## src/rtl/apb_pkg.sv

```systemverilog
// Shared APB definitions.
//   apb_mst_state_e : requester FSM states (IDLE, SETUP, ACCESS, RESP)
//   APB_ADDR_W/DATA_W : default bus widths
//   apb_rsp_t       : response bundle {rdata, slverr, timeout}, also used by the slave-side bench
package apb_pkg;

    localparam int APB_ADDR_W = 32;
    localparam int APB_DATA_W = 32;

    typedef enum logic [1:0] {
        IDLE   = 2'd0,
        SETUP  = 2'd1,
        ACCESS = 2'd2,
        RESP   = 2'd3
    } apb_mst_state_e;

    typedef struct packed {
        logic [APB_DATA_W-1:0] rdata;
        logic                  slverr;
        logic                  timeout;
    } apb_rsp_t;

endpackage

```

## src/rtl/apb_master_bridge.sv

```systemverilog
// APB requester: turns one valid/ready command into one APB transfer
// (SETUP then ACCESS) and returns the result on a valid/ready response channel.
// A wait-state counter aborts the transfer after TIMEOUT ACCESS cycles
// without pready.
//
// Ports:
//   pclk, preset                 clock, asynchronous active-high reset
//   cmd_valid/cmd_ready          command handshake (cmd_ready decoded from state)
//   cmd_write/cmd_addr/cmd_wdata command fields
//   rsp_valid/rsp_ready          response handshake
//   rsp_rdata/rsp_slverr/rsp_timeout  response fields
//   psel/penable/pwrite/paddr/pwdata  APB request signals (registered)
//   prdata/pready/pslverr        APB completion signals from the slave
module apb_master_bridge
    import apb_pkg::*;
#(
    parameter int ADDR_W  = APB_ADDR_W,
    parameter int DATA_W  = APB_DATA_W,
    parameter int TIMEOUT = 16
) (
    input  logic              pclk,
    input  logic              preset,
    input  logic              cmd_valid,
    output logic              cmd_ready,
    input  logic              cmd_write,
    input  logic [ADDR_W-1:0] cmd_addr,
    input  logic [DATA_W-1:0] cmd_wdata,
    output logic              rsp_valid,
    input  logic              rsp_ready,
    output logic [DATA_W-1:0] rsp_rdata,
    output logic              rsp_slverr,
    output logic              rsp_timeout,
    output logic              psel,
    output logic              penable,
    output logic              pwrite,
    output logic [ADDR_W-1:0] paddr,
    output logic [DATA_W-1:0] pwdata,
    input  logic [DATA_W-1:0] prdata,
    input  logic              pready,
    input  logic              pslverr
);

    localparam int                CNT_W   = $clog2(TIMEOUT + 1);
    localparam logic [CNT_W-1:0]  CNT_MAX = CNT_W'(TIMEOUT - 1);

    apb_mst_state_e    state, state_nx;
    logic [CNT_W-1:0]  cnt, cnt_nx;
    logic              psel_nx, penable_nx, pwrite_nx;
    logic [ADDR_W-1:0] paddr_nx;
    logic [DATA_W-1:0] pwdata_nx;
    logic              rsp_valid_nx, rsp_slverr_nx, rsp_timeout_nx;
    logic [DATA_W-1:0] rsp_rdata_nx;

    // Masked by preset so that every output reads 0 while reset is held.
    assign cmd_ready = (state == IDLE) && !preset;

    always_comb begin
        state_nx       = state;
        cnt_nx         = cnt;
        psel_nx        = psel;
        penable_nx     = penable;
        pwrite_nx      = pwrite;
        paddr_nx       = paddr;
        pwdata_nx      = pwdata;
        rsp_valid_nx   = rsp_valid;
        rsp_rdata_nx   = rsp_rdata;
        rsp_slverr_nx  = rsp_slverr;
        rsp_timeout_nx = rsp_timeout;

        case (state)
            IDLE: begin
                if (cmd_valid) begin
                    state_nx  = SETUP;
                    psel_nx   = 1'b1;
                    pwrite_nx = cmd_write;
                    paddr_nx  = cmd_addr;
                    pwdata_nx = cmd_wdata;
                end
            end
            SETUP: begin
                state_nx   = ACCESS;
                penable_nx = 1'b1;
                cnt_nx     = '0;
            end
            ACCESS: begin
                // pready wins over an expiring counter in the same cycle.
                if (pready) begin
                    state_nx       = RESP;
                    psel_nx        = 1'b0;
                    penable_nx     = 1'b0;
                    rsp_valid_nx   = 1'b1;
                    rsp_rdata_nx   = pwrite ? '0 : prdata;
                    rsp_slverr_nx  = pslverr;
                    rsp_timeout_nx = 1'b0;
                end else if (cnt == CNT_MAX) begin
                    state_nx       = RESP;
                    psel_nx        = 1'b0;
                    penable_nx     = 1'b0;
                    rsp_valid_nx   = 1'b1;
                    rsp_rdata_nx   = '0;
                    rsp_slverr_nx  = 1'b1;
                    rsp_timeout_nx = 1'b1;
                end else begin
                    cnt_nx = cnt + 1'b1;
                end
            end
            RESP: begin
                if (rsp_ready) begin
                    state_nx     = IDLE;
                    rsp_valid_nx = 1'b0;
                end
            end
            default: state_nx = IDLE;
        endcase
    end

    always_ff @(posedge pclk or posedge preset) begin
        if (preset) begin
            state       <= IDLE;
            cnt         <= '0;
            psel        <= 1'b0;
            penable     <= 1'b0;
            pwrite      <= 1'b0;
            paddr       <= '0;
            pwdata      <= '0;
            rsp_valid   <= 1'b0;
            rsp_rdata   <= '0;
            rsp_slverr  <= 1'b0;
            rsp_timeout <= 1'b0;
        end else begin
            state       <= state_nx;
            cnt         <= cnt_nx;
            psel        <= psel_nx;
            penable     <= penable_nx;
            pwrite      <= pwrite_nx;
            paddr       <= paddr_nx;
            pwdata      <= pwdata_nx;
            rsp_valid   <= rsp_valid_nx;
            rsp_rdata   <= rsp_rdata_nx;
            rsp_slverr  <= rsp_slverr_nx;
            rsp_timeout <= rsp_timeout_nx;
        end
    end

endmodule

```

## config.mk

```make
export PLATFORM = sky130hd
export DESIGN_NAME = apb_master_bridge
export DESIGN_NICKNAME = d
export VERILOG_FILES = /design/src/rtl/apb_pkg.sv /design/src/rtl/apb_master_bridge.sv
export SDC_FILE = /design/constraint.sdc
export NUM_CORES = 1
export LEC_CHECK = 0
export BUFFER_PORTS_ARGS = -buffer_cell sky130_fd_sc_hd__clkbuf_2
export CAP_MARGIN = 30
export CORE_MARGIN = 3
export CORE_UTILIZATION = 42
export CTS_CLUSTER_SIZE = 30
export DETAILED_ROUTE_END_ITERATION = 16
export PLACE_DENSITY = 0.76
export SETUP_SLACK_MARGIN = 0.1
export SLEW_MARGIN = 20
export SYNTH_ARGS = -nofsm -noshare
export SYNTH_HDL_FRONTEND = slang
export SYNTH_SLANG_ARGS = --single-unit
```

## constraint.sdc

```tcl
create_clock -name pclk -period 3.7 [get_ports pclk]
set_clock_uncertainty 0.05 [all_clocks]
set_input_delay 0.74 -clock pclk [delete_from_list [all_inputs] [get_ports pclk]]
set_output_delay 0.74 -clock pclk [all_outputs]
set_load 0.005 [all_outputs]
```

======== After elaboration in Yosys (flattened, before gate mapping) ========
Cells that the tools add are included.
operators by class
  add/subtract/negate cells ............... 1
  $mul .................................... 0
  divide/modulo/power cells ............... 0
  magnitude comparators ................... 0
  eq/ne operators ......................... 9
  shift operators ......................... 0
  mux-type cells .......................... 22
  bitwise gates (word level) .............. 0
  reductions and logical operators ........ 14
operator list
  kind                   count
  $mux W32               3
  $reduce_and A3 Y1      4
  $mux W5                2
  $pmux W5 S2            1
  $mux W1                8
  $mux W2                4
  $ne A2 B2 Y1 const B   4
  $pmux W2 S4            1
  $reduce_bool A2 Y1     4
  $pmux W1 S2            3
  $reduce_and A2 Y1      3
  $add A5 B1 Y5 const B  1
  $eq A5 B4 Y1 const B   1
  $eq A2 B2 Y1 const B   2
  $ne A3 B3 Y1 const B   1
  $eq A2 B1 Y1 const B   1
  $logic_not A2 Y1       1
  $logic_and A1 B1 Y1    1
  $logic_not A1 Y1       1
word-level totals
  register bits after elaboration ......... 109
  latch bits .............................. 0
  bits in writable memories ............... 0
  memory bits (read-only) ................. 0
  output and inout port bits .............. 103
  word-level logic and storage cells ...... 57
  memories kept ........................... 0

======== Logic depth before layout (Yosys ltp) ========
Gate-level depths: netlist (run 1).
  word-level depth ........................ 4
  depth in mapped cells ................... 8

======== Least setup slack after synthesis (run 1) ========
OpenSTA, ideal clock, no wires.
  kind .................................... reg2reg
  start point ............................. register cnt[0]
  end point ............................... register state[1]
  arrival ................................. 1.659 ns
  required time ........................... 3.522 ns
  path slack .............................. 1.863 ns
  stages on the path, launching flop included .. 7
  clock period less this slack ............ 1.837 ns
  path through ............................ dfrtp_1 > ha_1 > and3_1 > ha_1 > nor2_2 > a221oi_2 > mux2_1
on the way
  cells in the longest elaborated chain, start to end .. 3
RTL lines
  item                                RTL line                  source
  from (decl)                         apb_master_bridge.sv:47   logic [CNT_W-1:0] cnt, cnt_nx;
  from (signal assigned)              apb_master_bridge.sv:132  cnt <= cnt_nx;
  $eq A5 B4 Y1                        apb_master_bridge.sv:95   end else if (cnt == CNT_MAX) begin
  $ne A3 B3 Y1 (no source line)       -
  $reduce_and A3 Y1 (no source line)  -
  to (signal assigned)                apb_master_bridge.sv:131  state <= state_nx;
  to (decl)                           apb_master_bridge.sv:46   apb_mst_state_e state, state_nx;
Every way passes these cells.
A chain may end at the register's enable or synchronous reset.

======== Worst setup path after layout (run 1) ========
  start point ............................. register state[0]
  end point ............................... output cmd_ready
on the way
  cells in the longest elaborated chain, start to end .. 2
RTL lines
  item                 RTL line                 source
  $logic_not A2 Y1     apb_master_bridge.sv:55  assign cmd_ready = (state == IDLE) && !preset;
  $logic_and A1 B1 Y1  apb_master_bridge.sv:55
  to (decl)            apb_master_bridge.sv:24  output logic cmd_ready,
Every way passes these cells.

==> key figures, run 1 <==
Placed design
  – Setup WS pre-CTS: 1.46 ns
  – Inst Count DP: 668
  – Placed cell area: about 5500 um2
  – Gp weighted congestion: 0.739
  – DP HPWL: 8300 um
  – Port bufs: ~210

Synth
  – Netlist cell types: 29
  – Sequential area share after synthesis: 0.623
  – Syn_area_per_cell: 12.8 um2
  – Synth warnings: 0
  – Syn nets: 452
  – Number of synthesized flops with an enable pin: 0
  – Post-synthesis cell area: 4380 um2
  – Synthesized instance count: 343
  – Synth Register Bits: 109
  – Ys async rst share: 1.00
  – Prevailing post-synth register cell: dfrtp_1

Finish
  – Storage element area: 2730 um2
  – Share of layout cells above drive strength 1: 0.445
  – Fillers: 877
  – Area of the multi-input gates: ~1500 um2
  – Final net count: 655
  – Non-Filler Instances: 684
  – Design Area, Final: between 5000 and 6000 um2
  – Area growth, synth to finish: 29.9%
  – N_diodes: 0

Worst setup path
  – Worst Reg-to-Reg Cells: 6
  – CP bufs+invs: 2
  – Slowest-stage cell, CP: dfrtp_1
  – Crit Path Max Fanout: 4
  – Crit path depth: 4
  – Worst r2r src: cnt[0]$_DFFE_PP0P_
  – Crit-path max cell delay: 0.40 ns
  – Critical path cell sequence: inv_1 -> ha_1 -> nor2b_1 -> clkbuf_2
  – Critical Path Start Type: flip-flop
  – Critical Path RT: 2.91 ns
  – Crit path max-delay family: flip-flops
  – CP Class: flip-flop to output pin
  – Worst EP arrival: 1.45 ns
  – Worst Setup End Kind: output pin
  – Worst setup path startpoint: state[0]$_DFFE_PP0P_

Detailed routing
  – Remaining antenna violation count: 0
  – Vias/cell: 4.77
  – DR iter-0 viols: ~130
  – Routed via count: 3265
  – DRC: 0
  – Initial DRT Pass Iterations: 4
  – WL/cell: 15.5 um
  – Drt total wl: 10600 um

Die
  – Initial Util: 0.440
  – Die Area: between 10000 and 15000 um2
  – Core area: 9950 um2
  – DIE HEIGHT: 108 um
  – Io pins: 206
  – Number of cell rows: 36
  – Die width: roughly 110 um

Power and ir drop
  – Maximum vdd drop: around 0.32 mV
  – Clk pwr share: 0.149
  – Sw frac: 0.350
  – Cell Pwr Density: 779 nW/um2
  – Logic gate share of total power: 0.385
  – P_sw: 1550 uW
  – Sequential Power Share: 0.466
  – Pint: 2880 uW
  – Lkg Pwr: 0.00306 uW

Timing
  – Final Hold Slack: about 0.42 ns
  – Tmin final: 2.24 ns
  – Fmax: ~450 MHz
  – Final period util: 0.604
  – Hold Fails Final Rpt: 0
  – Setup_tns: 0 ns
  – Slew Viols, Final: 0
  – RSZ-0062 raised after global routing: no
  – Final Setup Violations: 0
  – Smallest setup slack after layout: 1.46 ns
  – Relative slew margins: 0.546
  – Worst-Margin Slew: 0.681 ns

CTS
  – Clock Sinks: ~110
  – Clk buf depth: 2
  – CTS buffer count: 9
  – Resized cells post-CTS: 0
  – Hold Buf Count CTS: 0
  – CTS tree: built
  – Clk slew on worst S/H paths: 0.10 ns
  – Setup Buffers After CTS: 0
  – Worst skew pair latency: 0.36 ns
  – CTS Root Buffer Type: clkbuf_8
  – Htree depth: 3

Global routing
  – Initial antenna violation count: 0
  – Congestion Overflow GR: 0
  – Largest net degree at the start of global routing: 56
  – Global-route wire length before repair: 16200 um
  – Tot GR Track Use: 0.179
  – Vias in the first global route: 3338

Min path
  – Worst Hold Path Cells: 2
  – HP Class: flip-flop to flip-flop
  – Hold path startpoint: rsp_rdata[10]$_DFFE_PP0P_

Run status
  – Status: finished, final reports clean

Job
  – Number of max-cap violations: 0
[cell usage after synthesis, types with 3 or more instances]
cell	n	area share
dfrtp_1	109	0.62
nand2_1	72	0.062
mux2_1	56	0.14
nand3_1	32	0.037
mux2_2	11	0.028
inv_1	7	0.0060
buf_2	6	0.0069
buf_6	6	0.015
ha_1	6	0.017
buf_4	4	0.0069
clkbuf_1	4	0.0034
a21oi_1	3	0.0034
a22o_1	3	0.0060
nor2b_1	3	0.0043
[power by group through the flow]
stage | combinational (uW) | clock, uW | sequential (uW)
final | 1710 | 660 | 2060
after global routing | 1890 | 738 | 2140
after CTS | 1750 | 684 | 2070
after detailed placement | 1750 | 0 | 2100
after global placement | 1660 | 0 | 2060
after floorplan | 844 | 0 | 2120
[worst register-to-register path: stages, from the launching register on]
cell and delay, ns:
dfrtp_1 0.42, ha_1 0.24, and3_1 0.19, ha_1 0.27, o21a_1 0.40, buf_16 0.26, o22a_1 0.20
[logic make-up (layout without fill, tap and decap cells)]
kind of cell               Yosys count  count (layout)  synth area share
and+or+nand+nor                    115             115             0.114
DFF                                109             109             0.623
muxes                               68              68             0.175
buffers and inverters               27             235            0.0386
AOI/OAI and AO/OA                   18              18            0.0326
adders and majority gates            6               6            0.0171
[path summary, 6_finish.rpt]
path / end / slack, ns
min: rsp_rdata[10]$_DFFE_PP0P_ / 0.42
min in group asynchronous: state[0]$_DFFE_PP0P_ / 0.53
max: cmd_ready / 1.46
max in group asynchronous: pwdata[10]$_DFFE_PP0P_ / 2.60
min reg2reg: rsp_rdata[10]$_DFFE_PP0P_ / 0.42
max reg2reg: rsp_slverr$_DFFE_PP0P_ / 1.56
[registers in the layout, indices dropped and copies added (netlist names)]
register	cells
penable	1
rsp_rdata	32
rsp_timeout	1
state	2
rsp_slverr	1
cnt	5
paddr	32
rsp_valid	1
pwrite	1
pwdata	32
psel	1
[stage by stage]
| step | utilization | total power, uW |
|---|---|---|
| final | 0.571 | 4430 |
| after global routing | 0.571 | 4770 |
| after CTS | 0.571 | 4510 |
| after detailed placement | 0.554 | 3850 |
| after global placement | 0.551 | 3710 |
| after floorplan | - | 2960 |
[cell type report]
cell class | instances | area share
inverter | 7 | 0.00528
sequential | 109 | 0.480
tap | 133 | 0.0293
multi-input combinational | 207 | 0.262
timing repair buffer | 212 | 0.193
clock buffer | 11 | 0.0249
clock inverter | 5 | 0.00616
[metal layers]
layer	vias to the layer above	part of all wire	track usage
met5	-	0	0
met4	0	0.019	0.0703
met3	15	0.070	0.0376
met2	130	0.51	0.317
met1	1552	0.40	0.213
li1	1568	-	-
[placed cells by master, fill, tap and decap left out, drive strengths merged, types with 3 or more instances in the layout]
cell    count
a21oi       3
a22o        3
buf         7
clkbuf    216
clkinv      3
dfrtp     109
ha          6
inv         7
mux2       67
nand2      72
nand3      32
nor2b       3
o21ai       3
No activity file was read; power rests on OpenSTA's default activity.
==> run 2, diff against run 1 <==
==> constraint.sdc (replaced) <==
create_clock -name pclk -period 2 [get_ports pclk]
set_clock_uncertainty 0.05 [all_clocks]
set_input_delay 0.4 -clock pclk [delete_from_list [all_inputs] [get_ports pclk]]
set_output_delay 0.4 -clock pclk [all_outputs]
set_load 0.005 [all_outputs]
==> key figures, run 2 (same netlist as run 1, synthesis figures left out) <==
Run status
  – Status: finished, final reports clean

Timing
  – Hold Fails Final Rpt: 0
  – Final period util: 0.906
  – Fmax: 552 MHz
  – Worst-Margin Slew: 0.569 ns
  – Relative slew margins: 0.621
  – Tmin final: 1.81 ns
  – Setup_tns: 0 ns
  – Slew Viols, Final: 0
  – RSZ-0062 raised after global routing: no
  – Final Setup Violations: 0

Finish
  – Fillers: 844
  – Commonest non-fill, non-tap cell in the layout: clkbuf_2
  – Commonest non-fill, non-tap cells in the layout: clkbuf_2 (205), dfrtp_1 (108), nand2_1 (71)
  – Share of layout cells above drive strength 1: 0.461
  – Top Registers: paddr x32, pwdata x32, rsp_rdata x32
  – Area growth, synth to finish: 32.3%
  – Post-Route Utilization: 0.582
  – Final net count: approximately 660
  – N_diodes: 0

Power and ir drop
  – Clk pwr share: 0.147
  – Logic gate share of total power: 0.391
  – P_sw: 2870 uW
  – Sw frac: 0.346
  – Sequential Power Share: 0.462
  – Maximum vdd drop: 1.06 mV
  – Pint: ~5400 uW
  – Lkg Pwr: 0.00311 uW
  – Cell Pwr Density: 1430 nW/um2

Die
  – Core area: roughly 10000 um2
  – Number of cell rows: 36
  – Io pins: 206
  – Die width: 108 um
  – Die Area: 11700 um2
  – Initial Util: 0.440
  – DIE HEIGHT: 108 um

Detailed routing
  – Vias/cell: between 4 and 5
  – Remaining antenna violation count: 0
  – Routed via count: 3290
  – DR iter-0 viols: between 100 and 150
  – WL/cell: 15.0 um
  – Drt total wl: about 10000 um
  – Initial DRT Pass Iterations: 4
  – DRC: 0

CTS
  – CTS tree: built
  – Clk buf depth: 2
  – Htree depth: 3
  – CTS Root Buffer Type: clkbuf_8
  – Clk slew on worst S/H paths: 0.09 ns
  – Clock Sinks: 109
  – CTS buffer count: 9
  – Worst skew pair latency: 0.34 ns

Global routing
  – Largest net degree at the start of global routing: 110
  – Congestion Overflow GR: 0
  – Global-route wire length before repair: 16100 um
  – Tot GR Track Use: 0.174
  – Initial antenna violation count: 0
  – Vias in the first global route: ~3400

Worst setup path
  – Worst setup path startpoint: cnt[0]$_DFFE_PP0P_
  – Critical Path Start Type: flip-flop
  – Slowest-stage cell, CP: dfrtp_1
  – CP Class: flip-flop to flip-flop
  – Crit path max-delay family: flip-flops
  – Critical path's most frequent cell: ha_4
  – Crit-path max cell delay: 0.41 ns
  – Worst r2r src: cnt[0]$_DFFE_PP0P_
  – Critical Path RT: roughly 2.2 ns
  – Worst EP arrival: ~2.0 ns
  – CP Capture Point: state[1]$_DFFE_PP0P_
  – Worst Reg-to-Reg Cells: 6
  – Crit Path Max Fanout: 4
  – Worst Setup End Kind: flip-flop
  – Critical path cell sequence: ha_4 -> and3_1 -> ha_4 -> nor2_2 -> a221oi_2 -> mux2_1
  – CP bufs+invs: 0
  – Reg2reg setup slack: 0.19 ns
  – Crit path depth: 6
  – R2r endpoint: state[1]$_DFFE_PP0P_

Placed design
  – DP HPWL: 8020 um
  – Port bufs: 205
  – Gp weighted congestion: 0.740

Job
  – Number of max-cap violations: 0

Min path
  – HP Class: input pin to asynchronous set/reset pin
[run 2: cell types whose count changed in the layout (fill, tap and decap cells not counted), moves of 2 or more]
cell,delta
buf_4,+5
ha_4,+3
ha_1,-3
buf_12,+2
[run 2: metal layers]
layer | track usage | wire length [um]
met5 | 0 | 0
met4 | 0.0532 | 128
met3 | 0.0299 | 563
met2 | 0.321 | 5420
met1 | 0.207 | 4230
[run 2: worst reg2reg max path: cells and delay by family, from the launching register on]
kind	cells	cell delay (ns)
DFF	1	0.41
muxes	1	0.35
adders and majority gates	2	0.34
and+or+nand+nor	2	0.25
AOI/OAI and AO/OA	1	0.31
[run 2: power by group through the flow]
stage	clock [uW]	sequential, uW	combinational [uW]
floorplan	0	3910	1560
global placement	0	3810	3160
detailed placement	0	3890	3240
CTS	1270	3840	3260
global route	1370	3960	3610
finish	1210	3830	3240
[run 2: through the flow]
stage	instances	setup WS, ns	total power, uW	area (um2)	hold slack [ns]
after floorplan	343	0.163	5480	4380	0.394
after global placement	673	0.165	6960	5550	0.402
after detailed placement	673	0.0641	7140	5550	0.405
after CTS	690	0.104	8380	5750	0.173
after global routing	691	0.0906	8940	5790	0.178
final	691	0.188	8290	5790	0.132
[run 2: timing repair]
action                                  4_1_cts  5_1_grt
endpoints found under the setup margin       24       26
pin swaps                                     0        1
hold buffers                                  0        0
gates resized for setup                       1        7
setup buffers                                 1        1
[run 2: final cells by class]
class                   count  area (um2)  share of cell area
well taps                 133         166              0.0287
inverters                   7        30.0             0.00518
multi-input cells         207        1530               0.263
clock inverters             6        45.0             0.00778
clock buffers              10         138              0.0238
flip-flops and latches    109        2730               0.471
repair buffers            219        1160               0.200
[run 2: how the worst min path moves through the flow]
stage                                         start                   endpoint  slack [ns]
after global routing                   cmd_wdata[9]      pwdata[9]$_DFFE_PP0P_        0.18
after floorplan                  cnt[3]$_DFFE_PP0P_         cnt[3]$_DFFE_PP0P_        0.39
after detailed placement  rsp_rdata[17]$_DFFE_PP0P_  rsp_rdata[17]$_DFFE_PP0P_        0.40
after CTS                                    preset       state[0]$_DFFE_PP0P_        0.17
after global placement     rsp_rdata[3]$_DFFE_PP0P_   rsp_rdata[3]$_DFFE_PP0P_        0.40
final                                        preset      rsp_valid$_DFFE_PP0P_        0.13
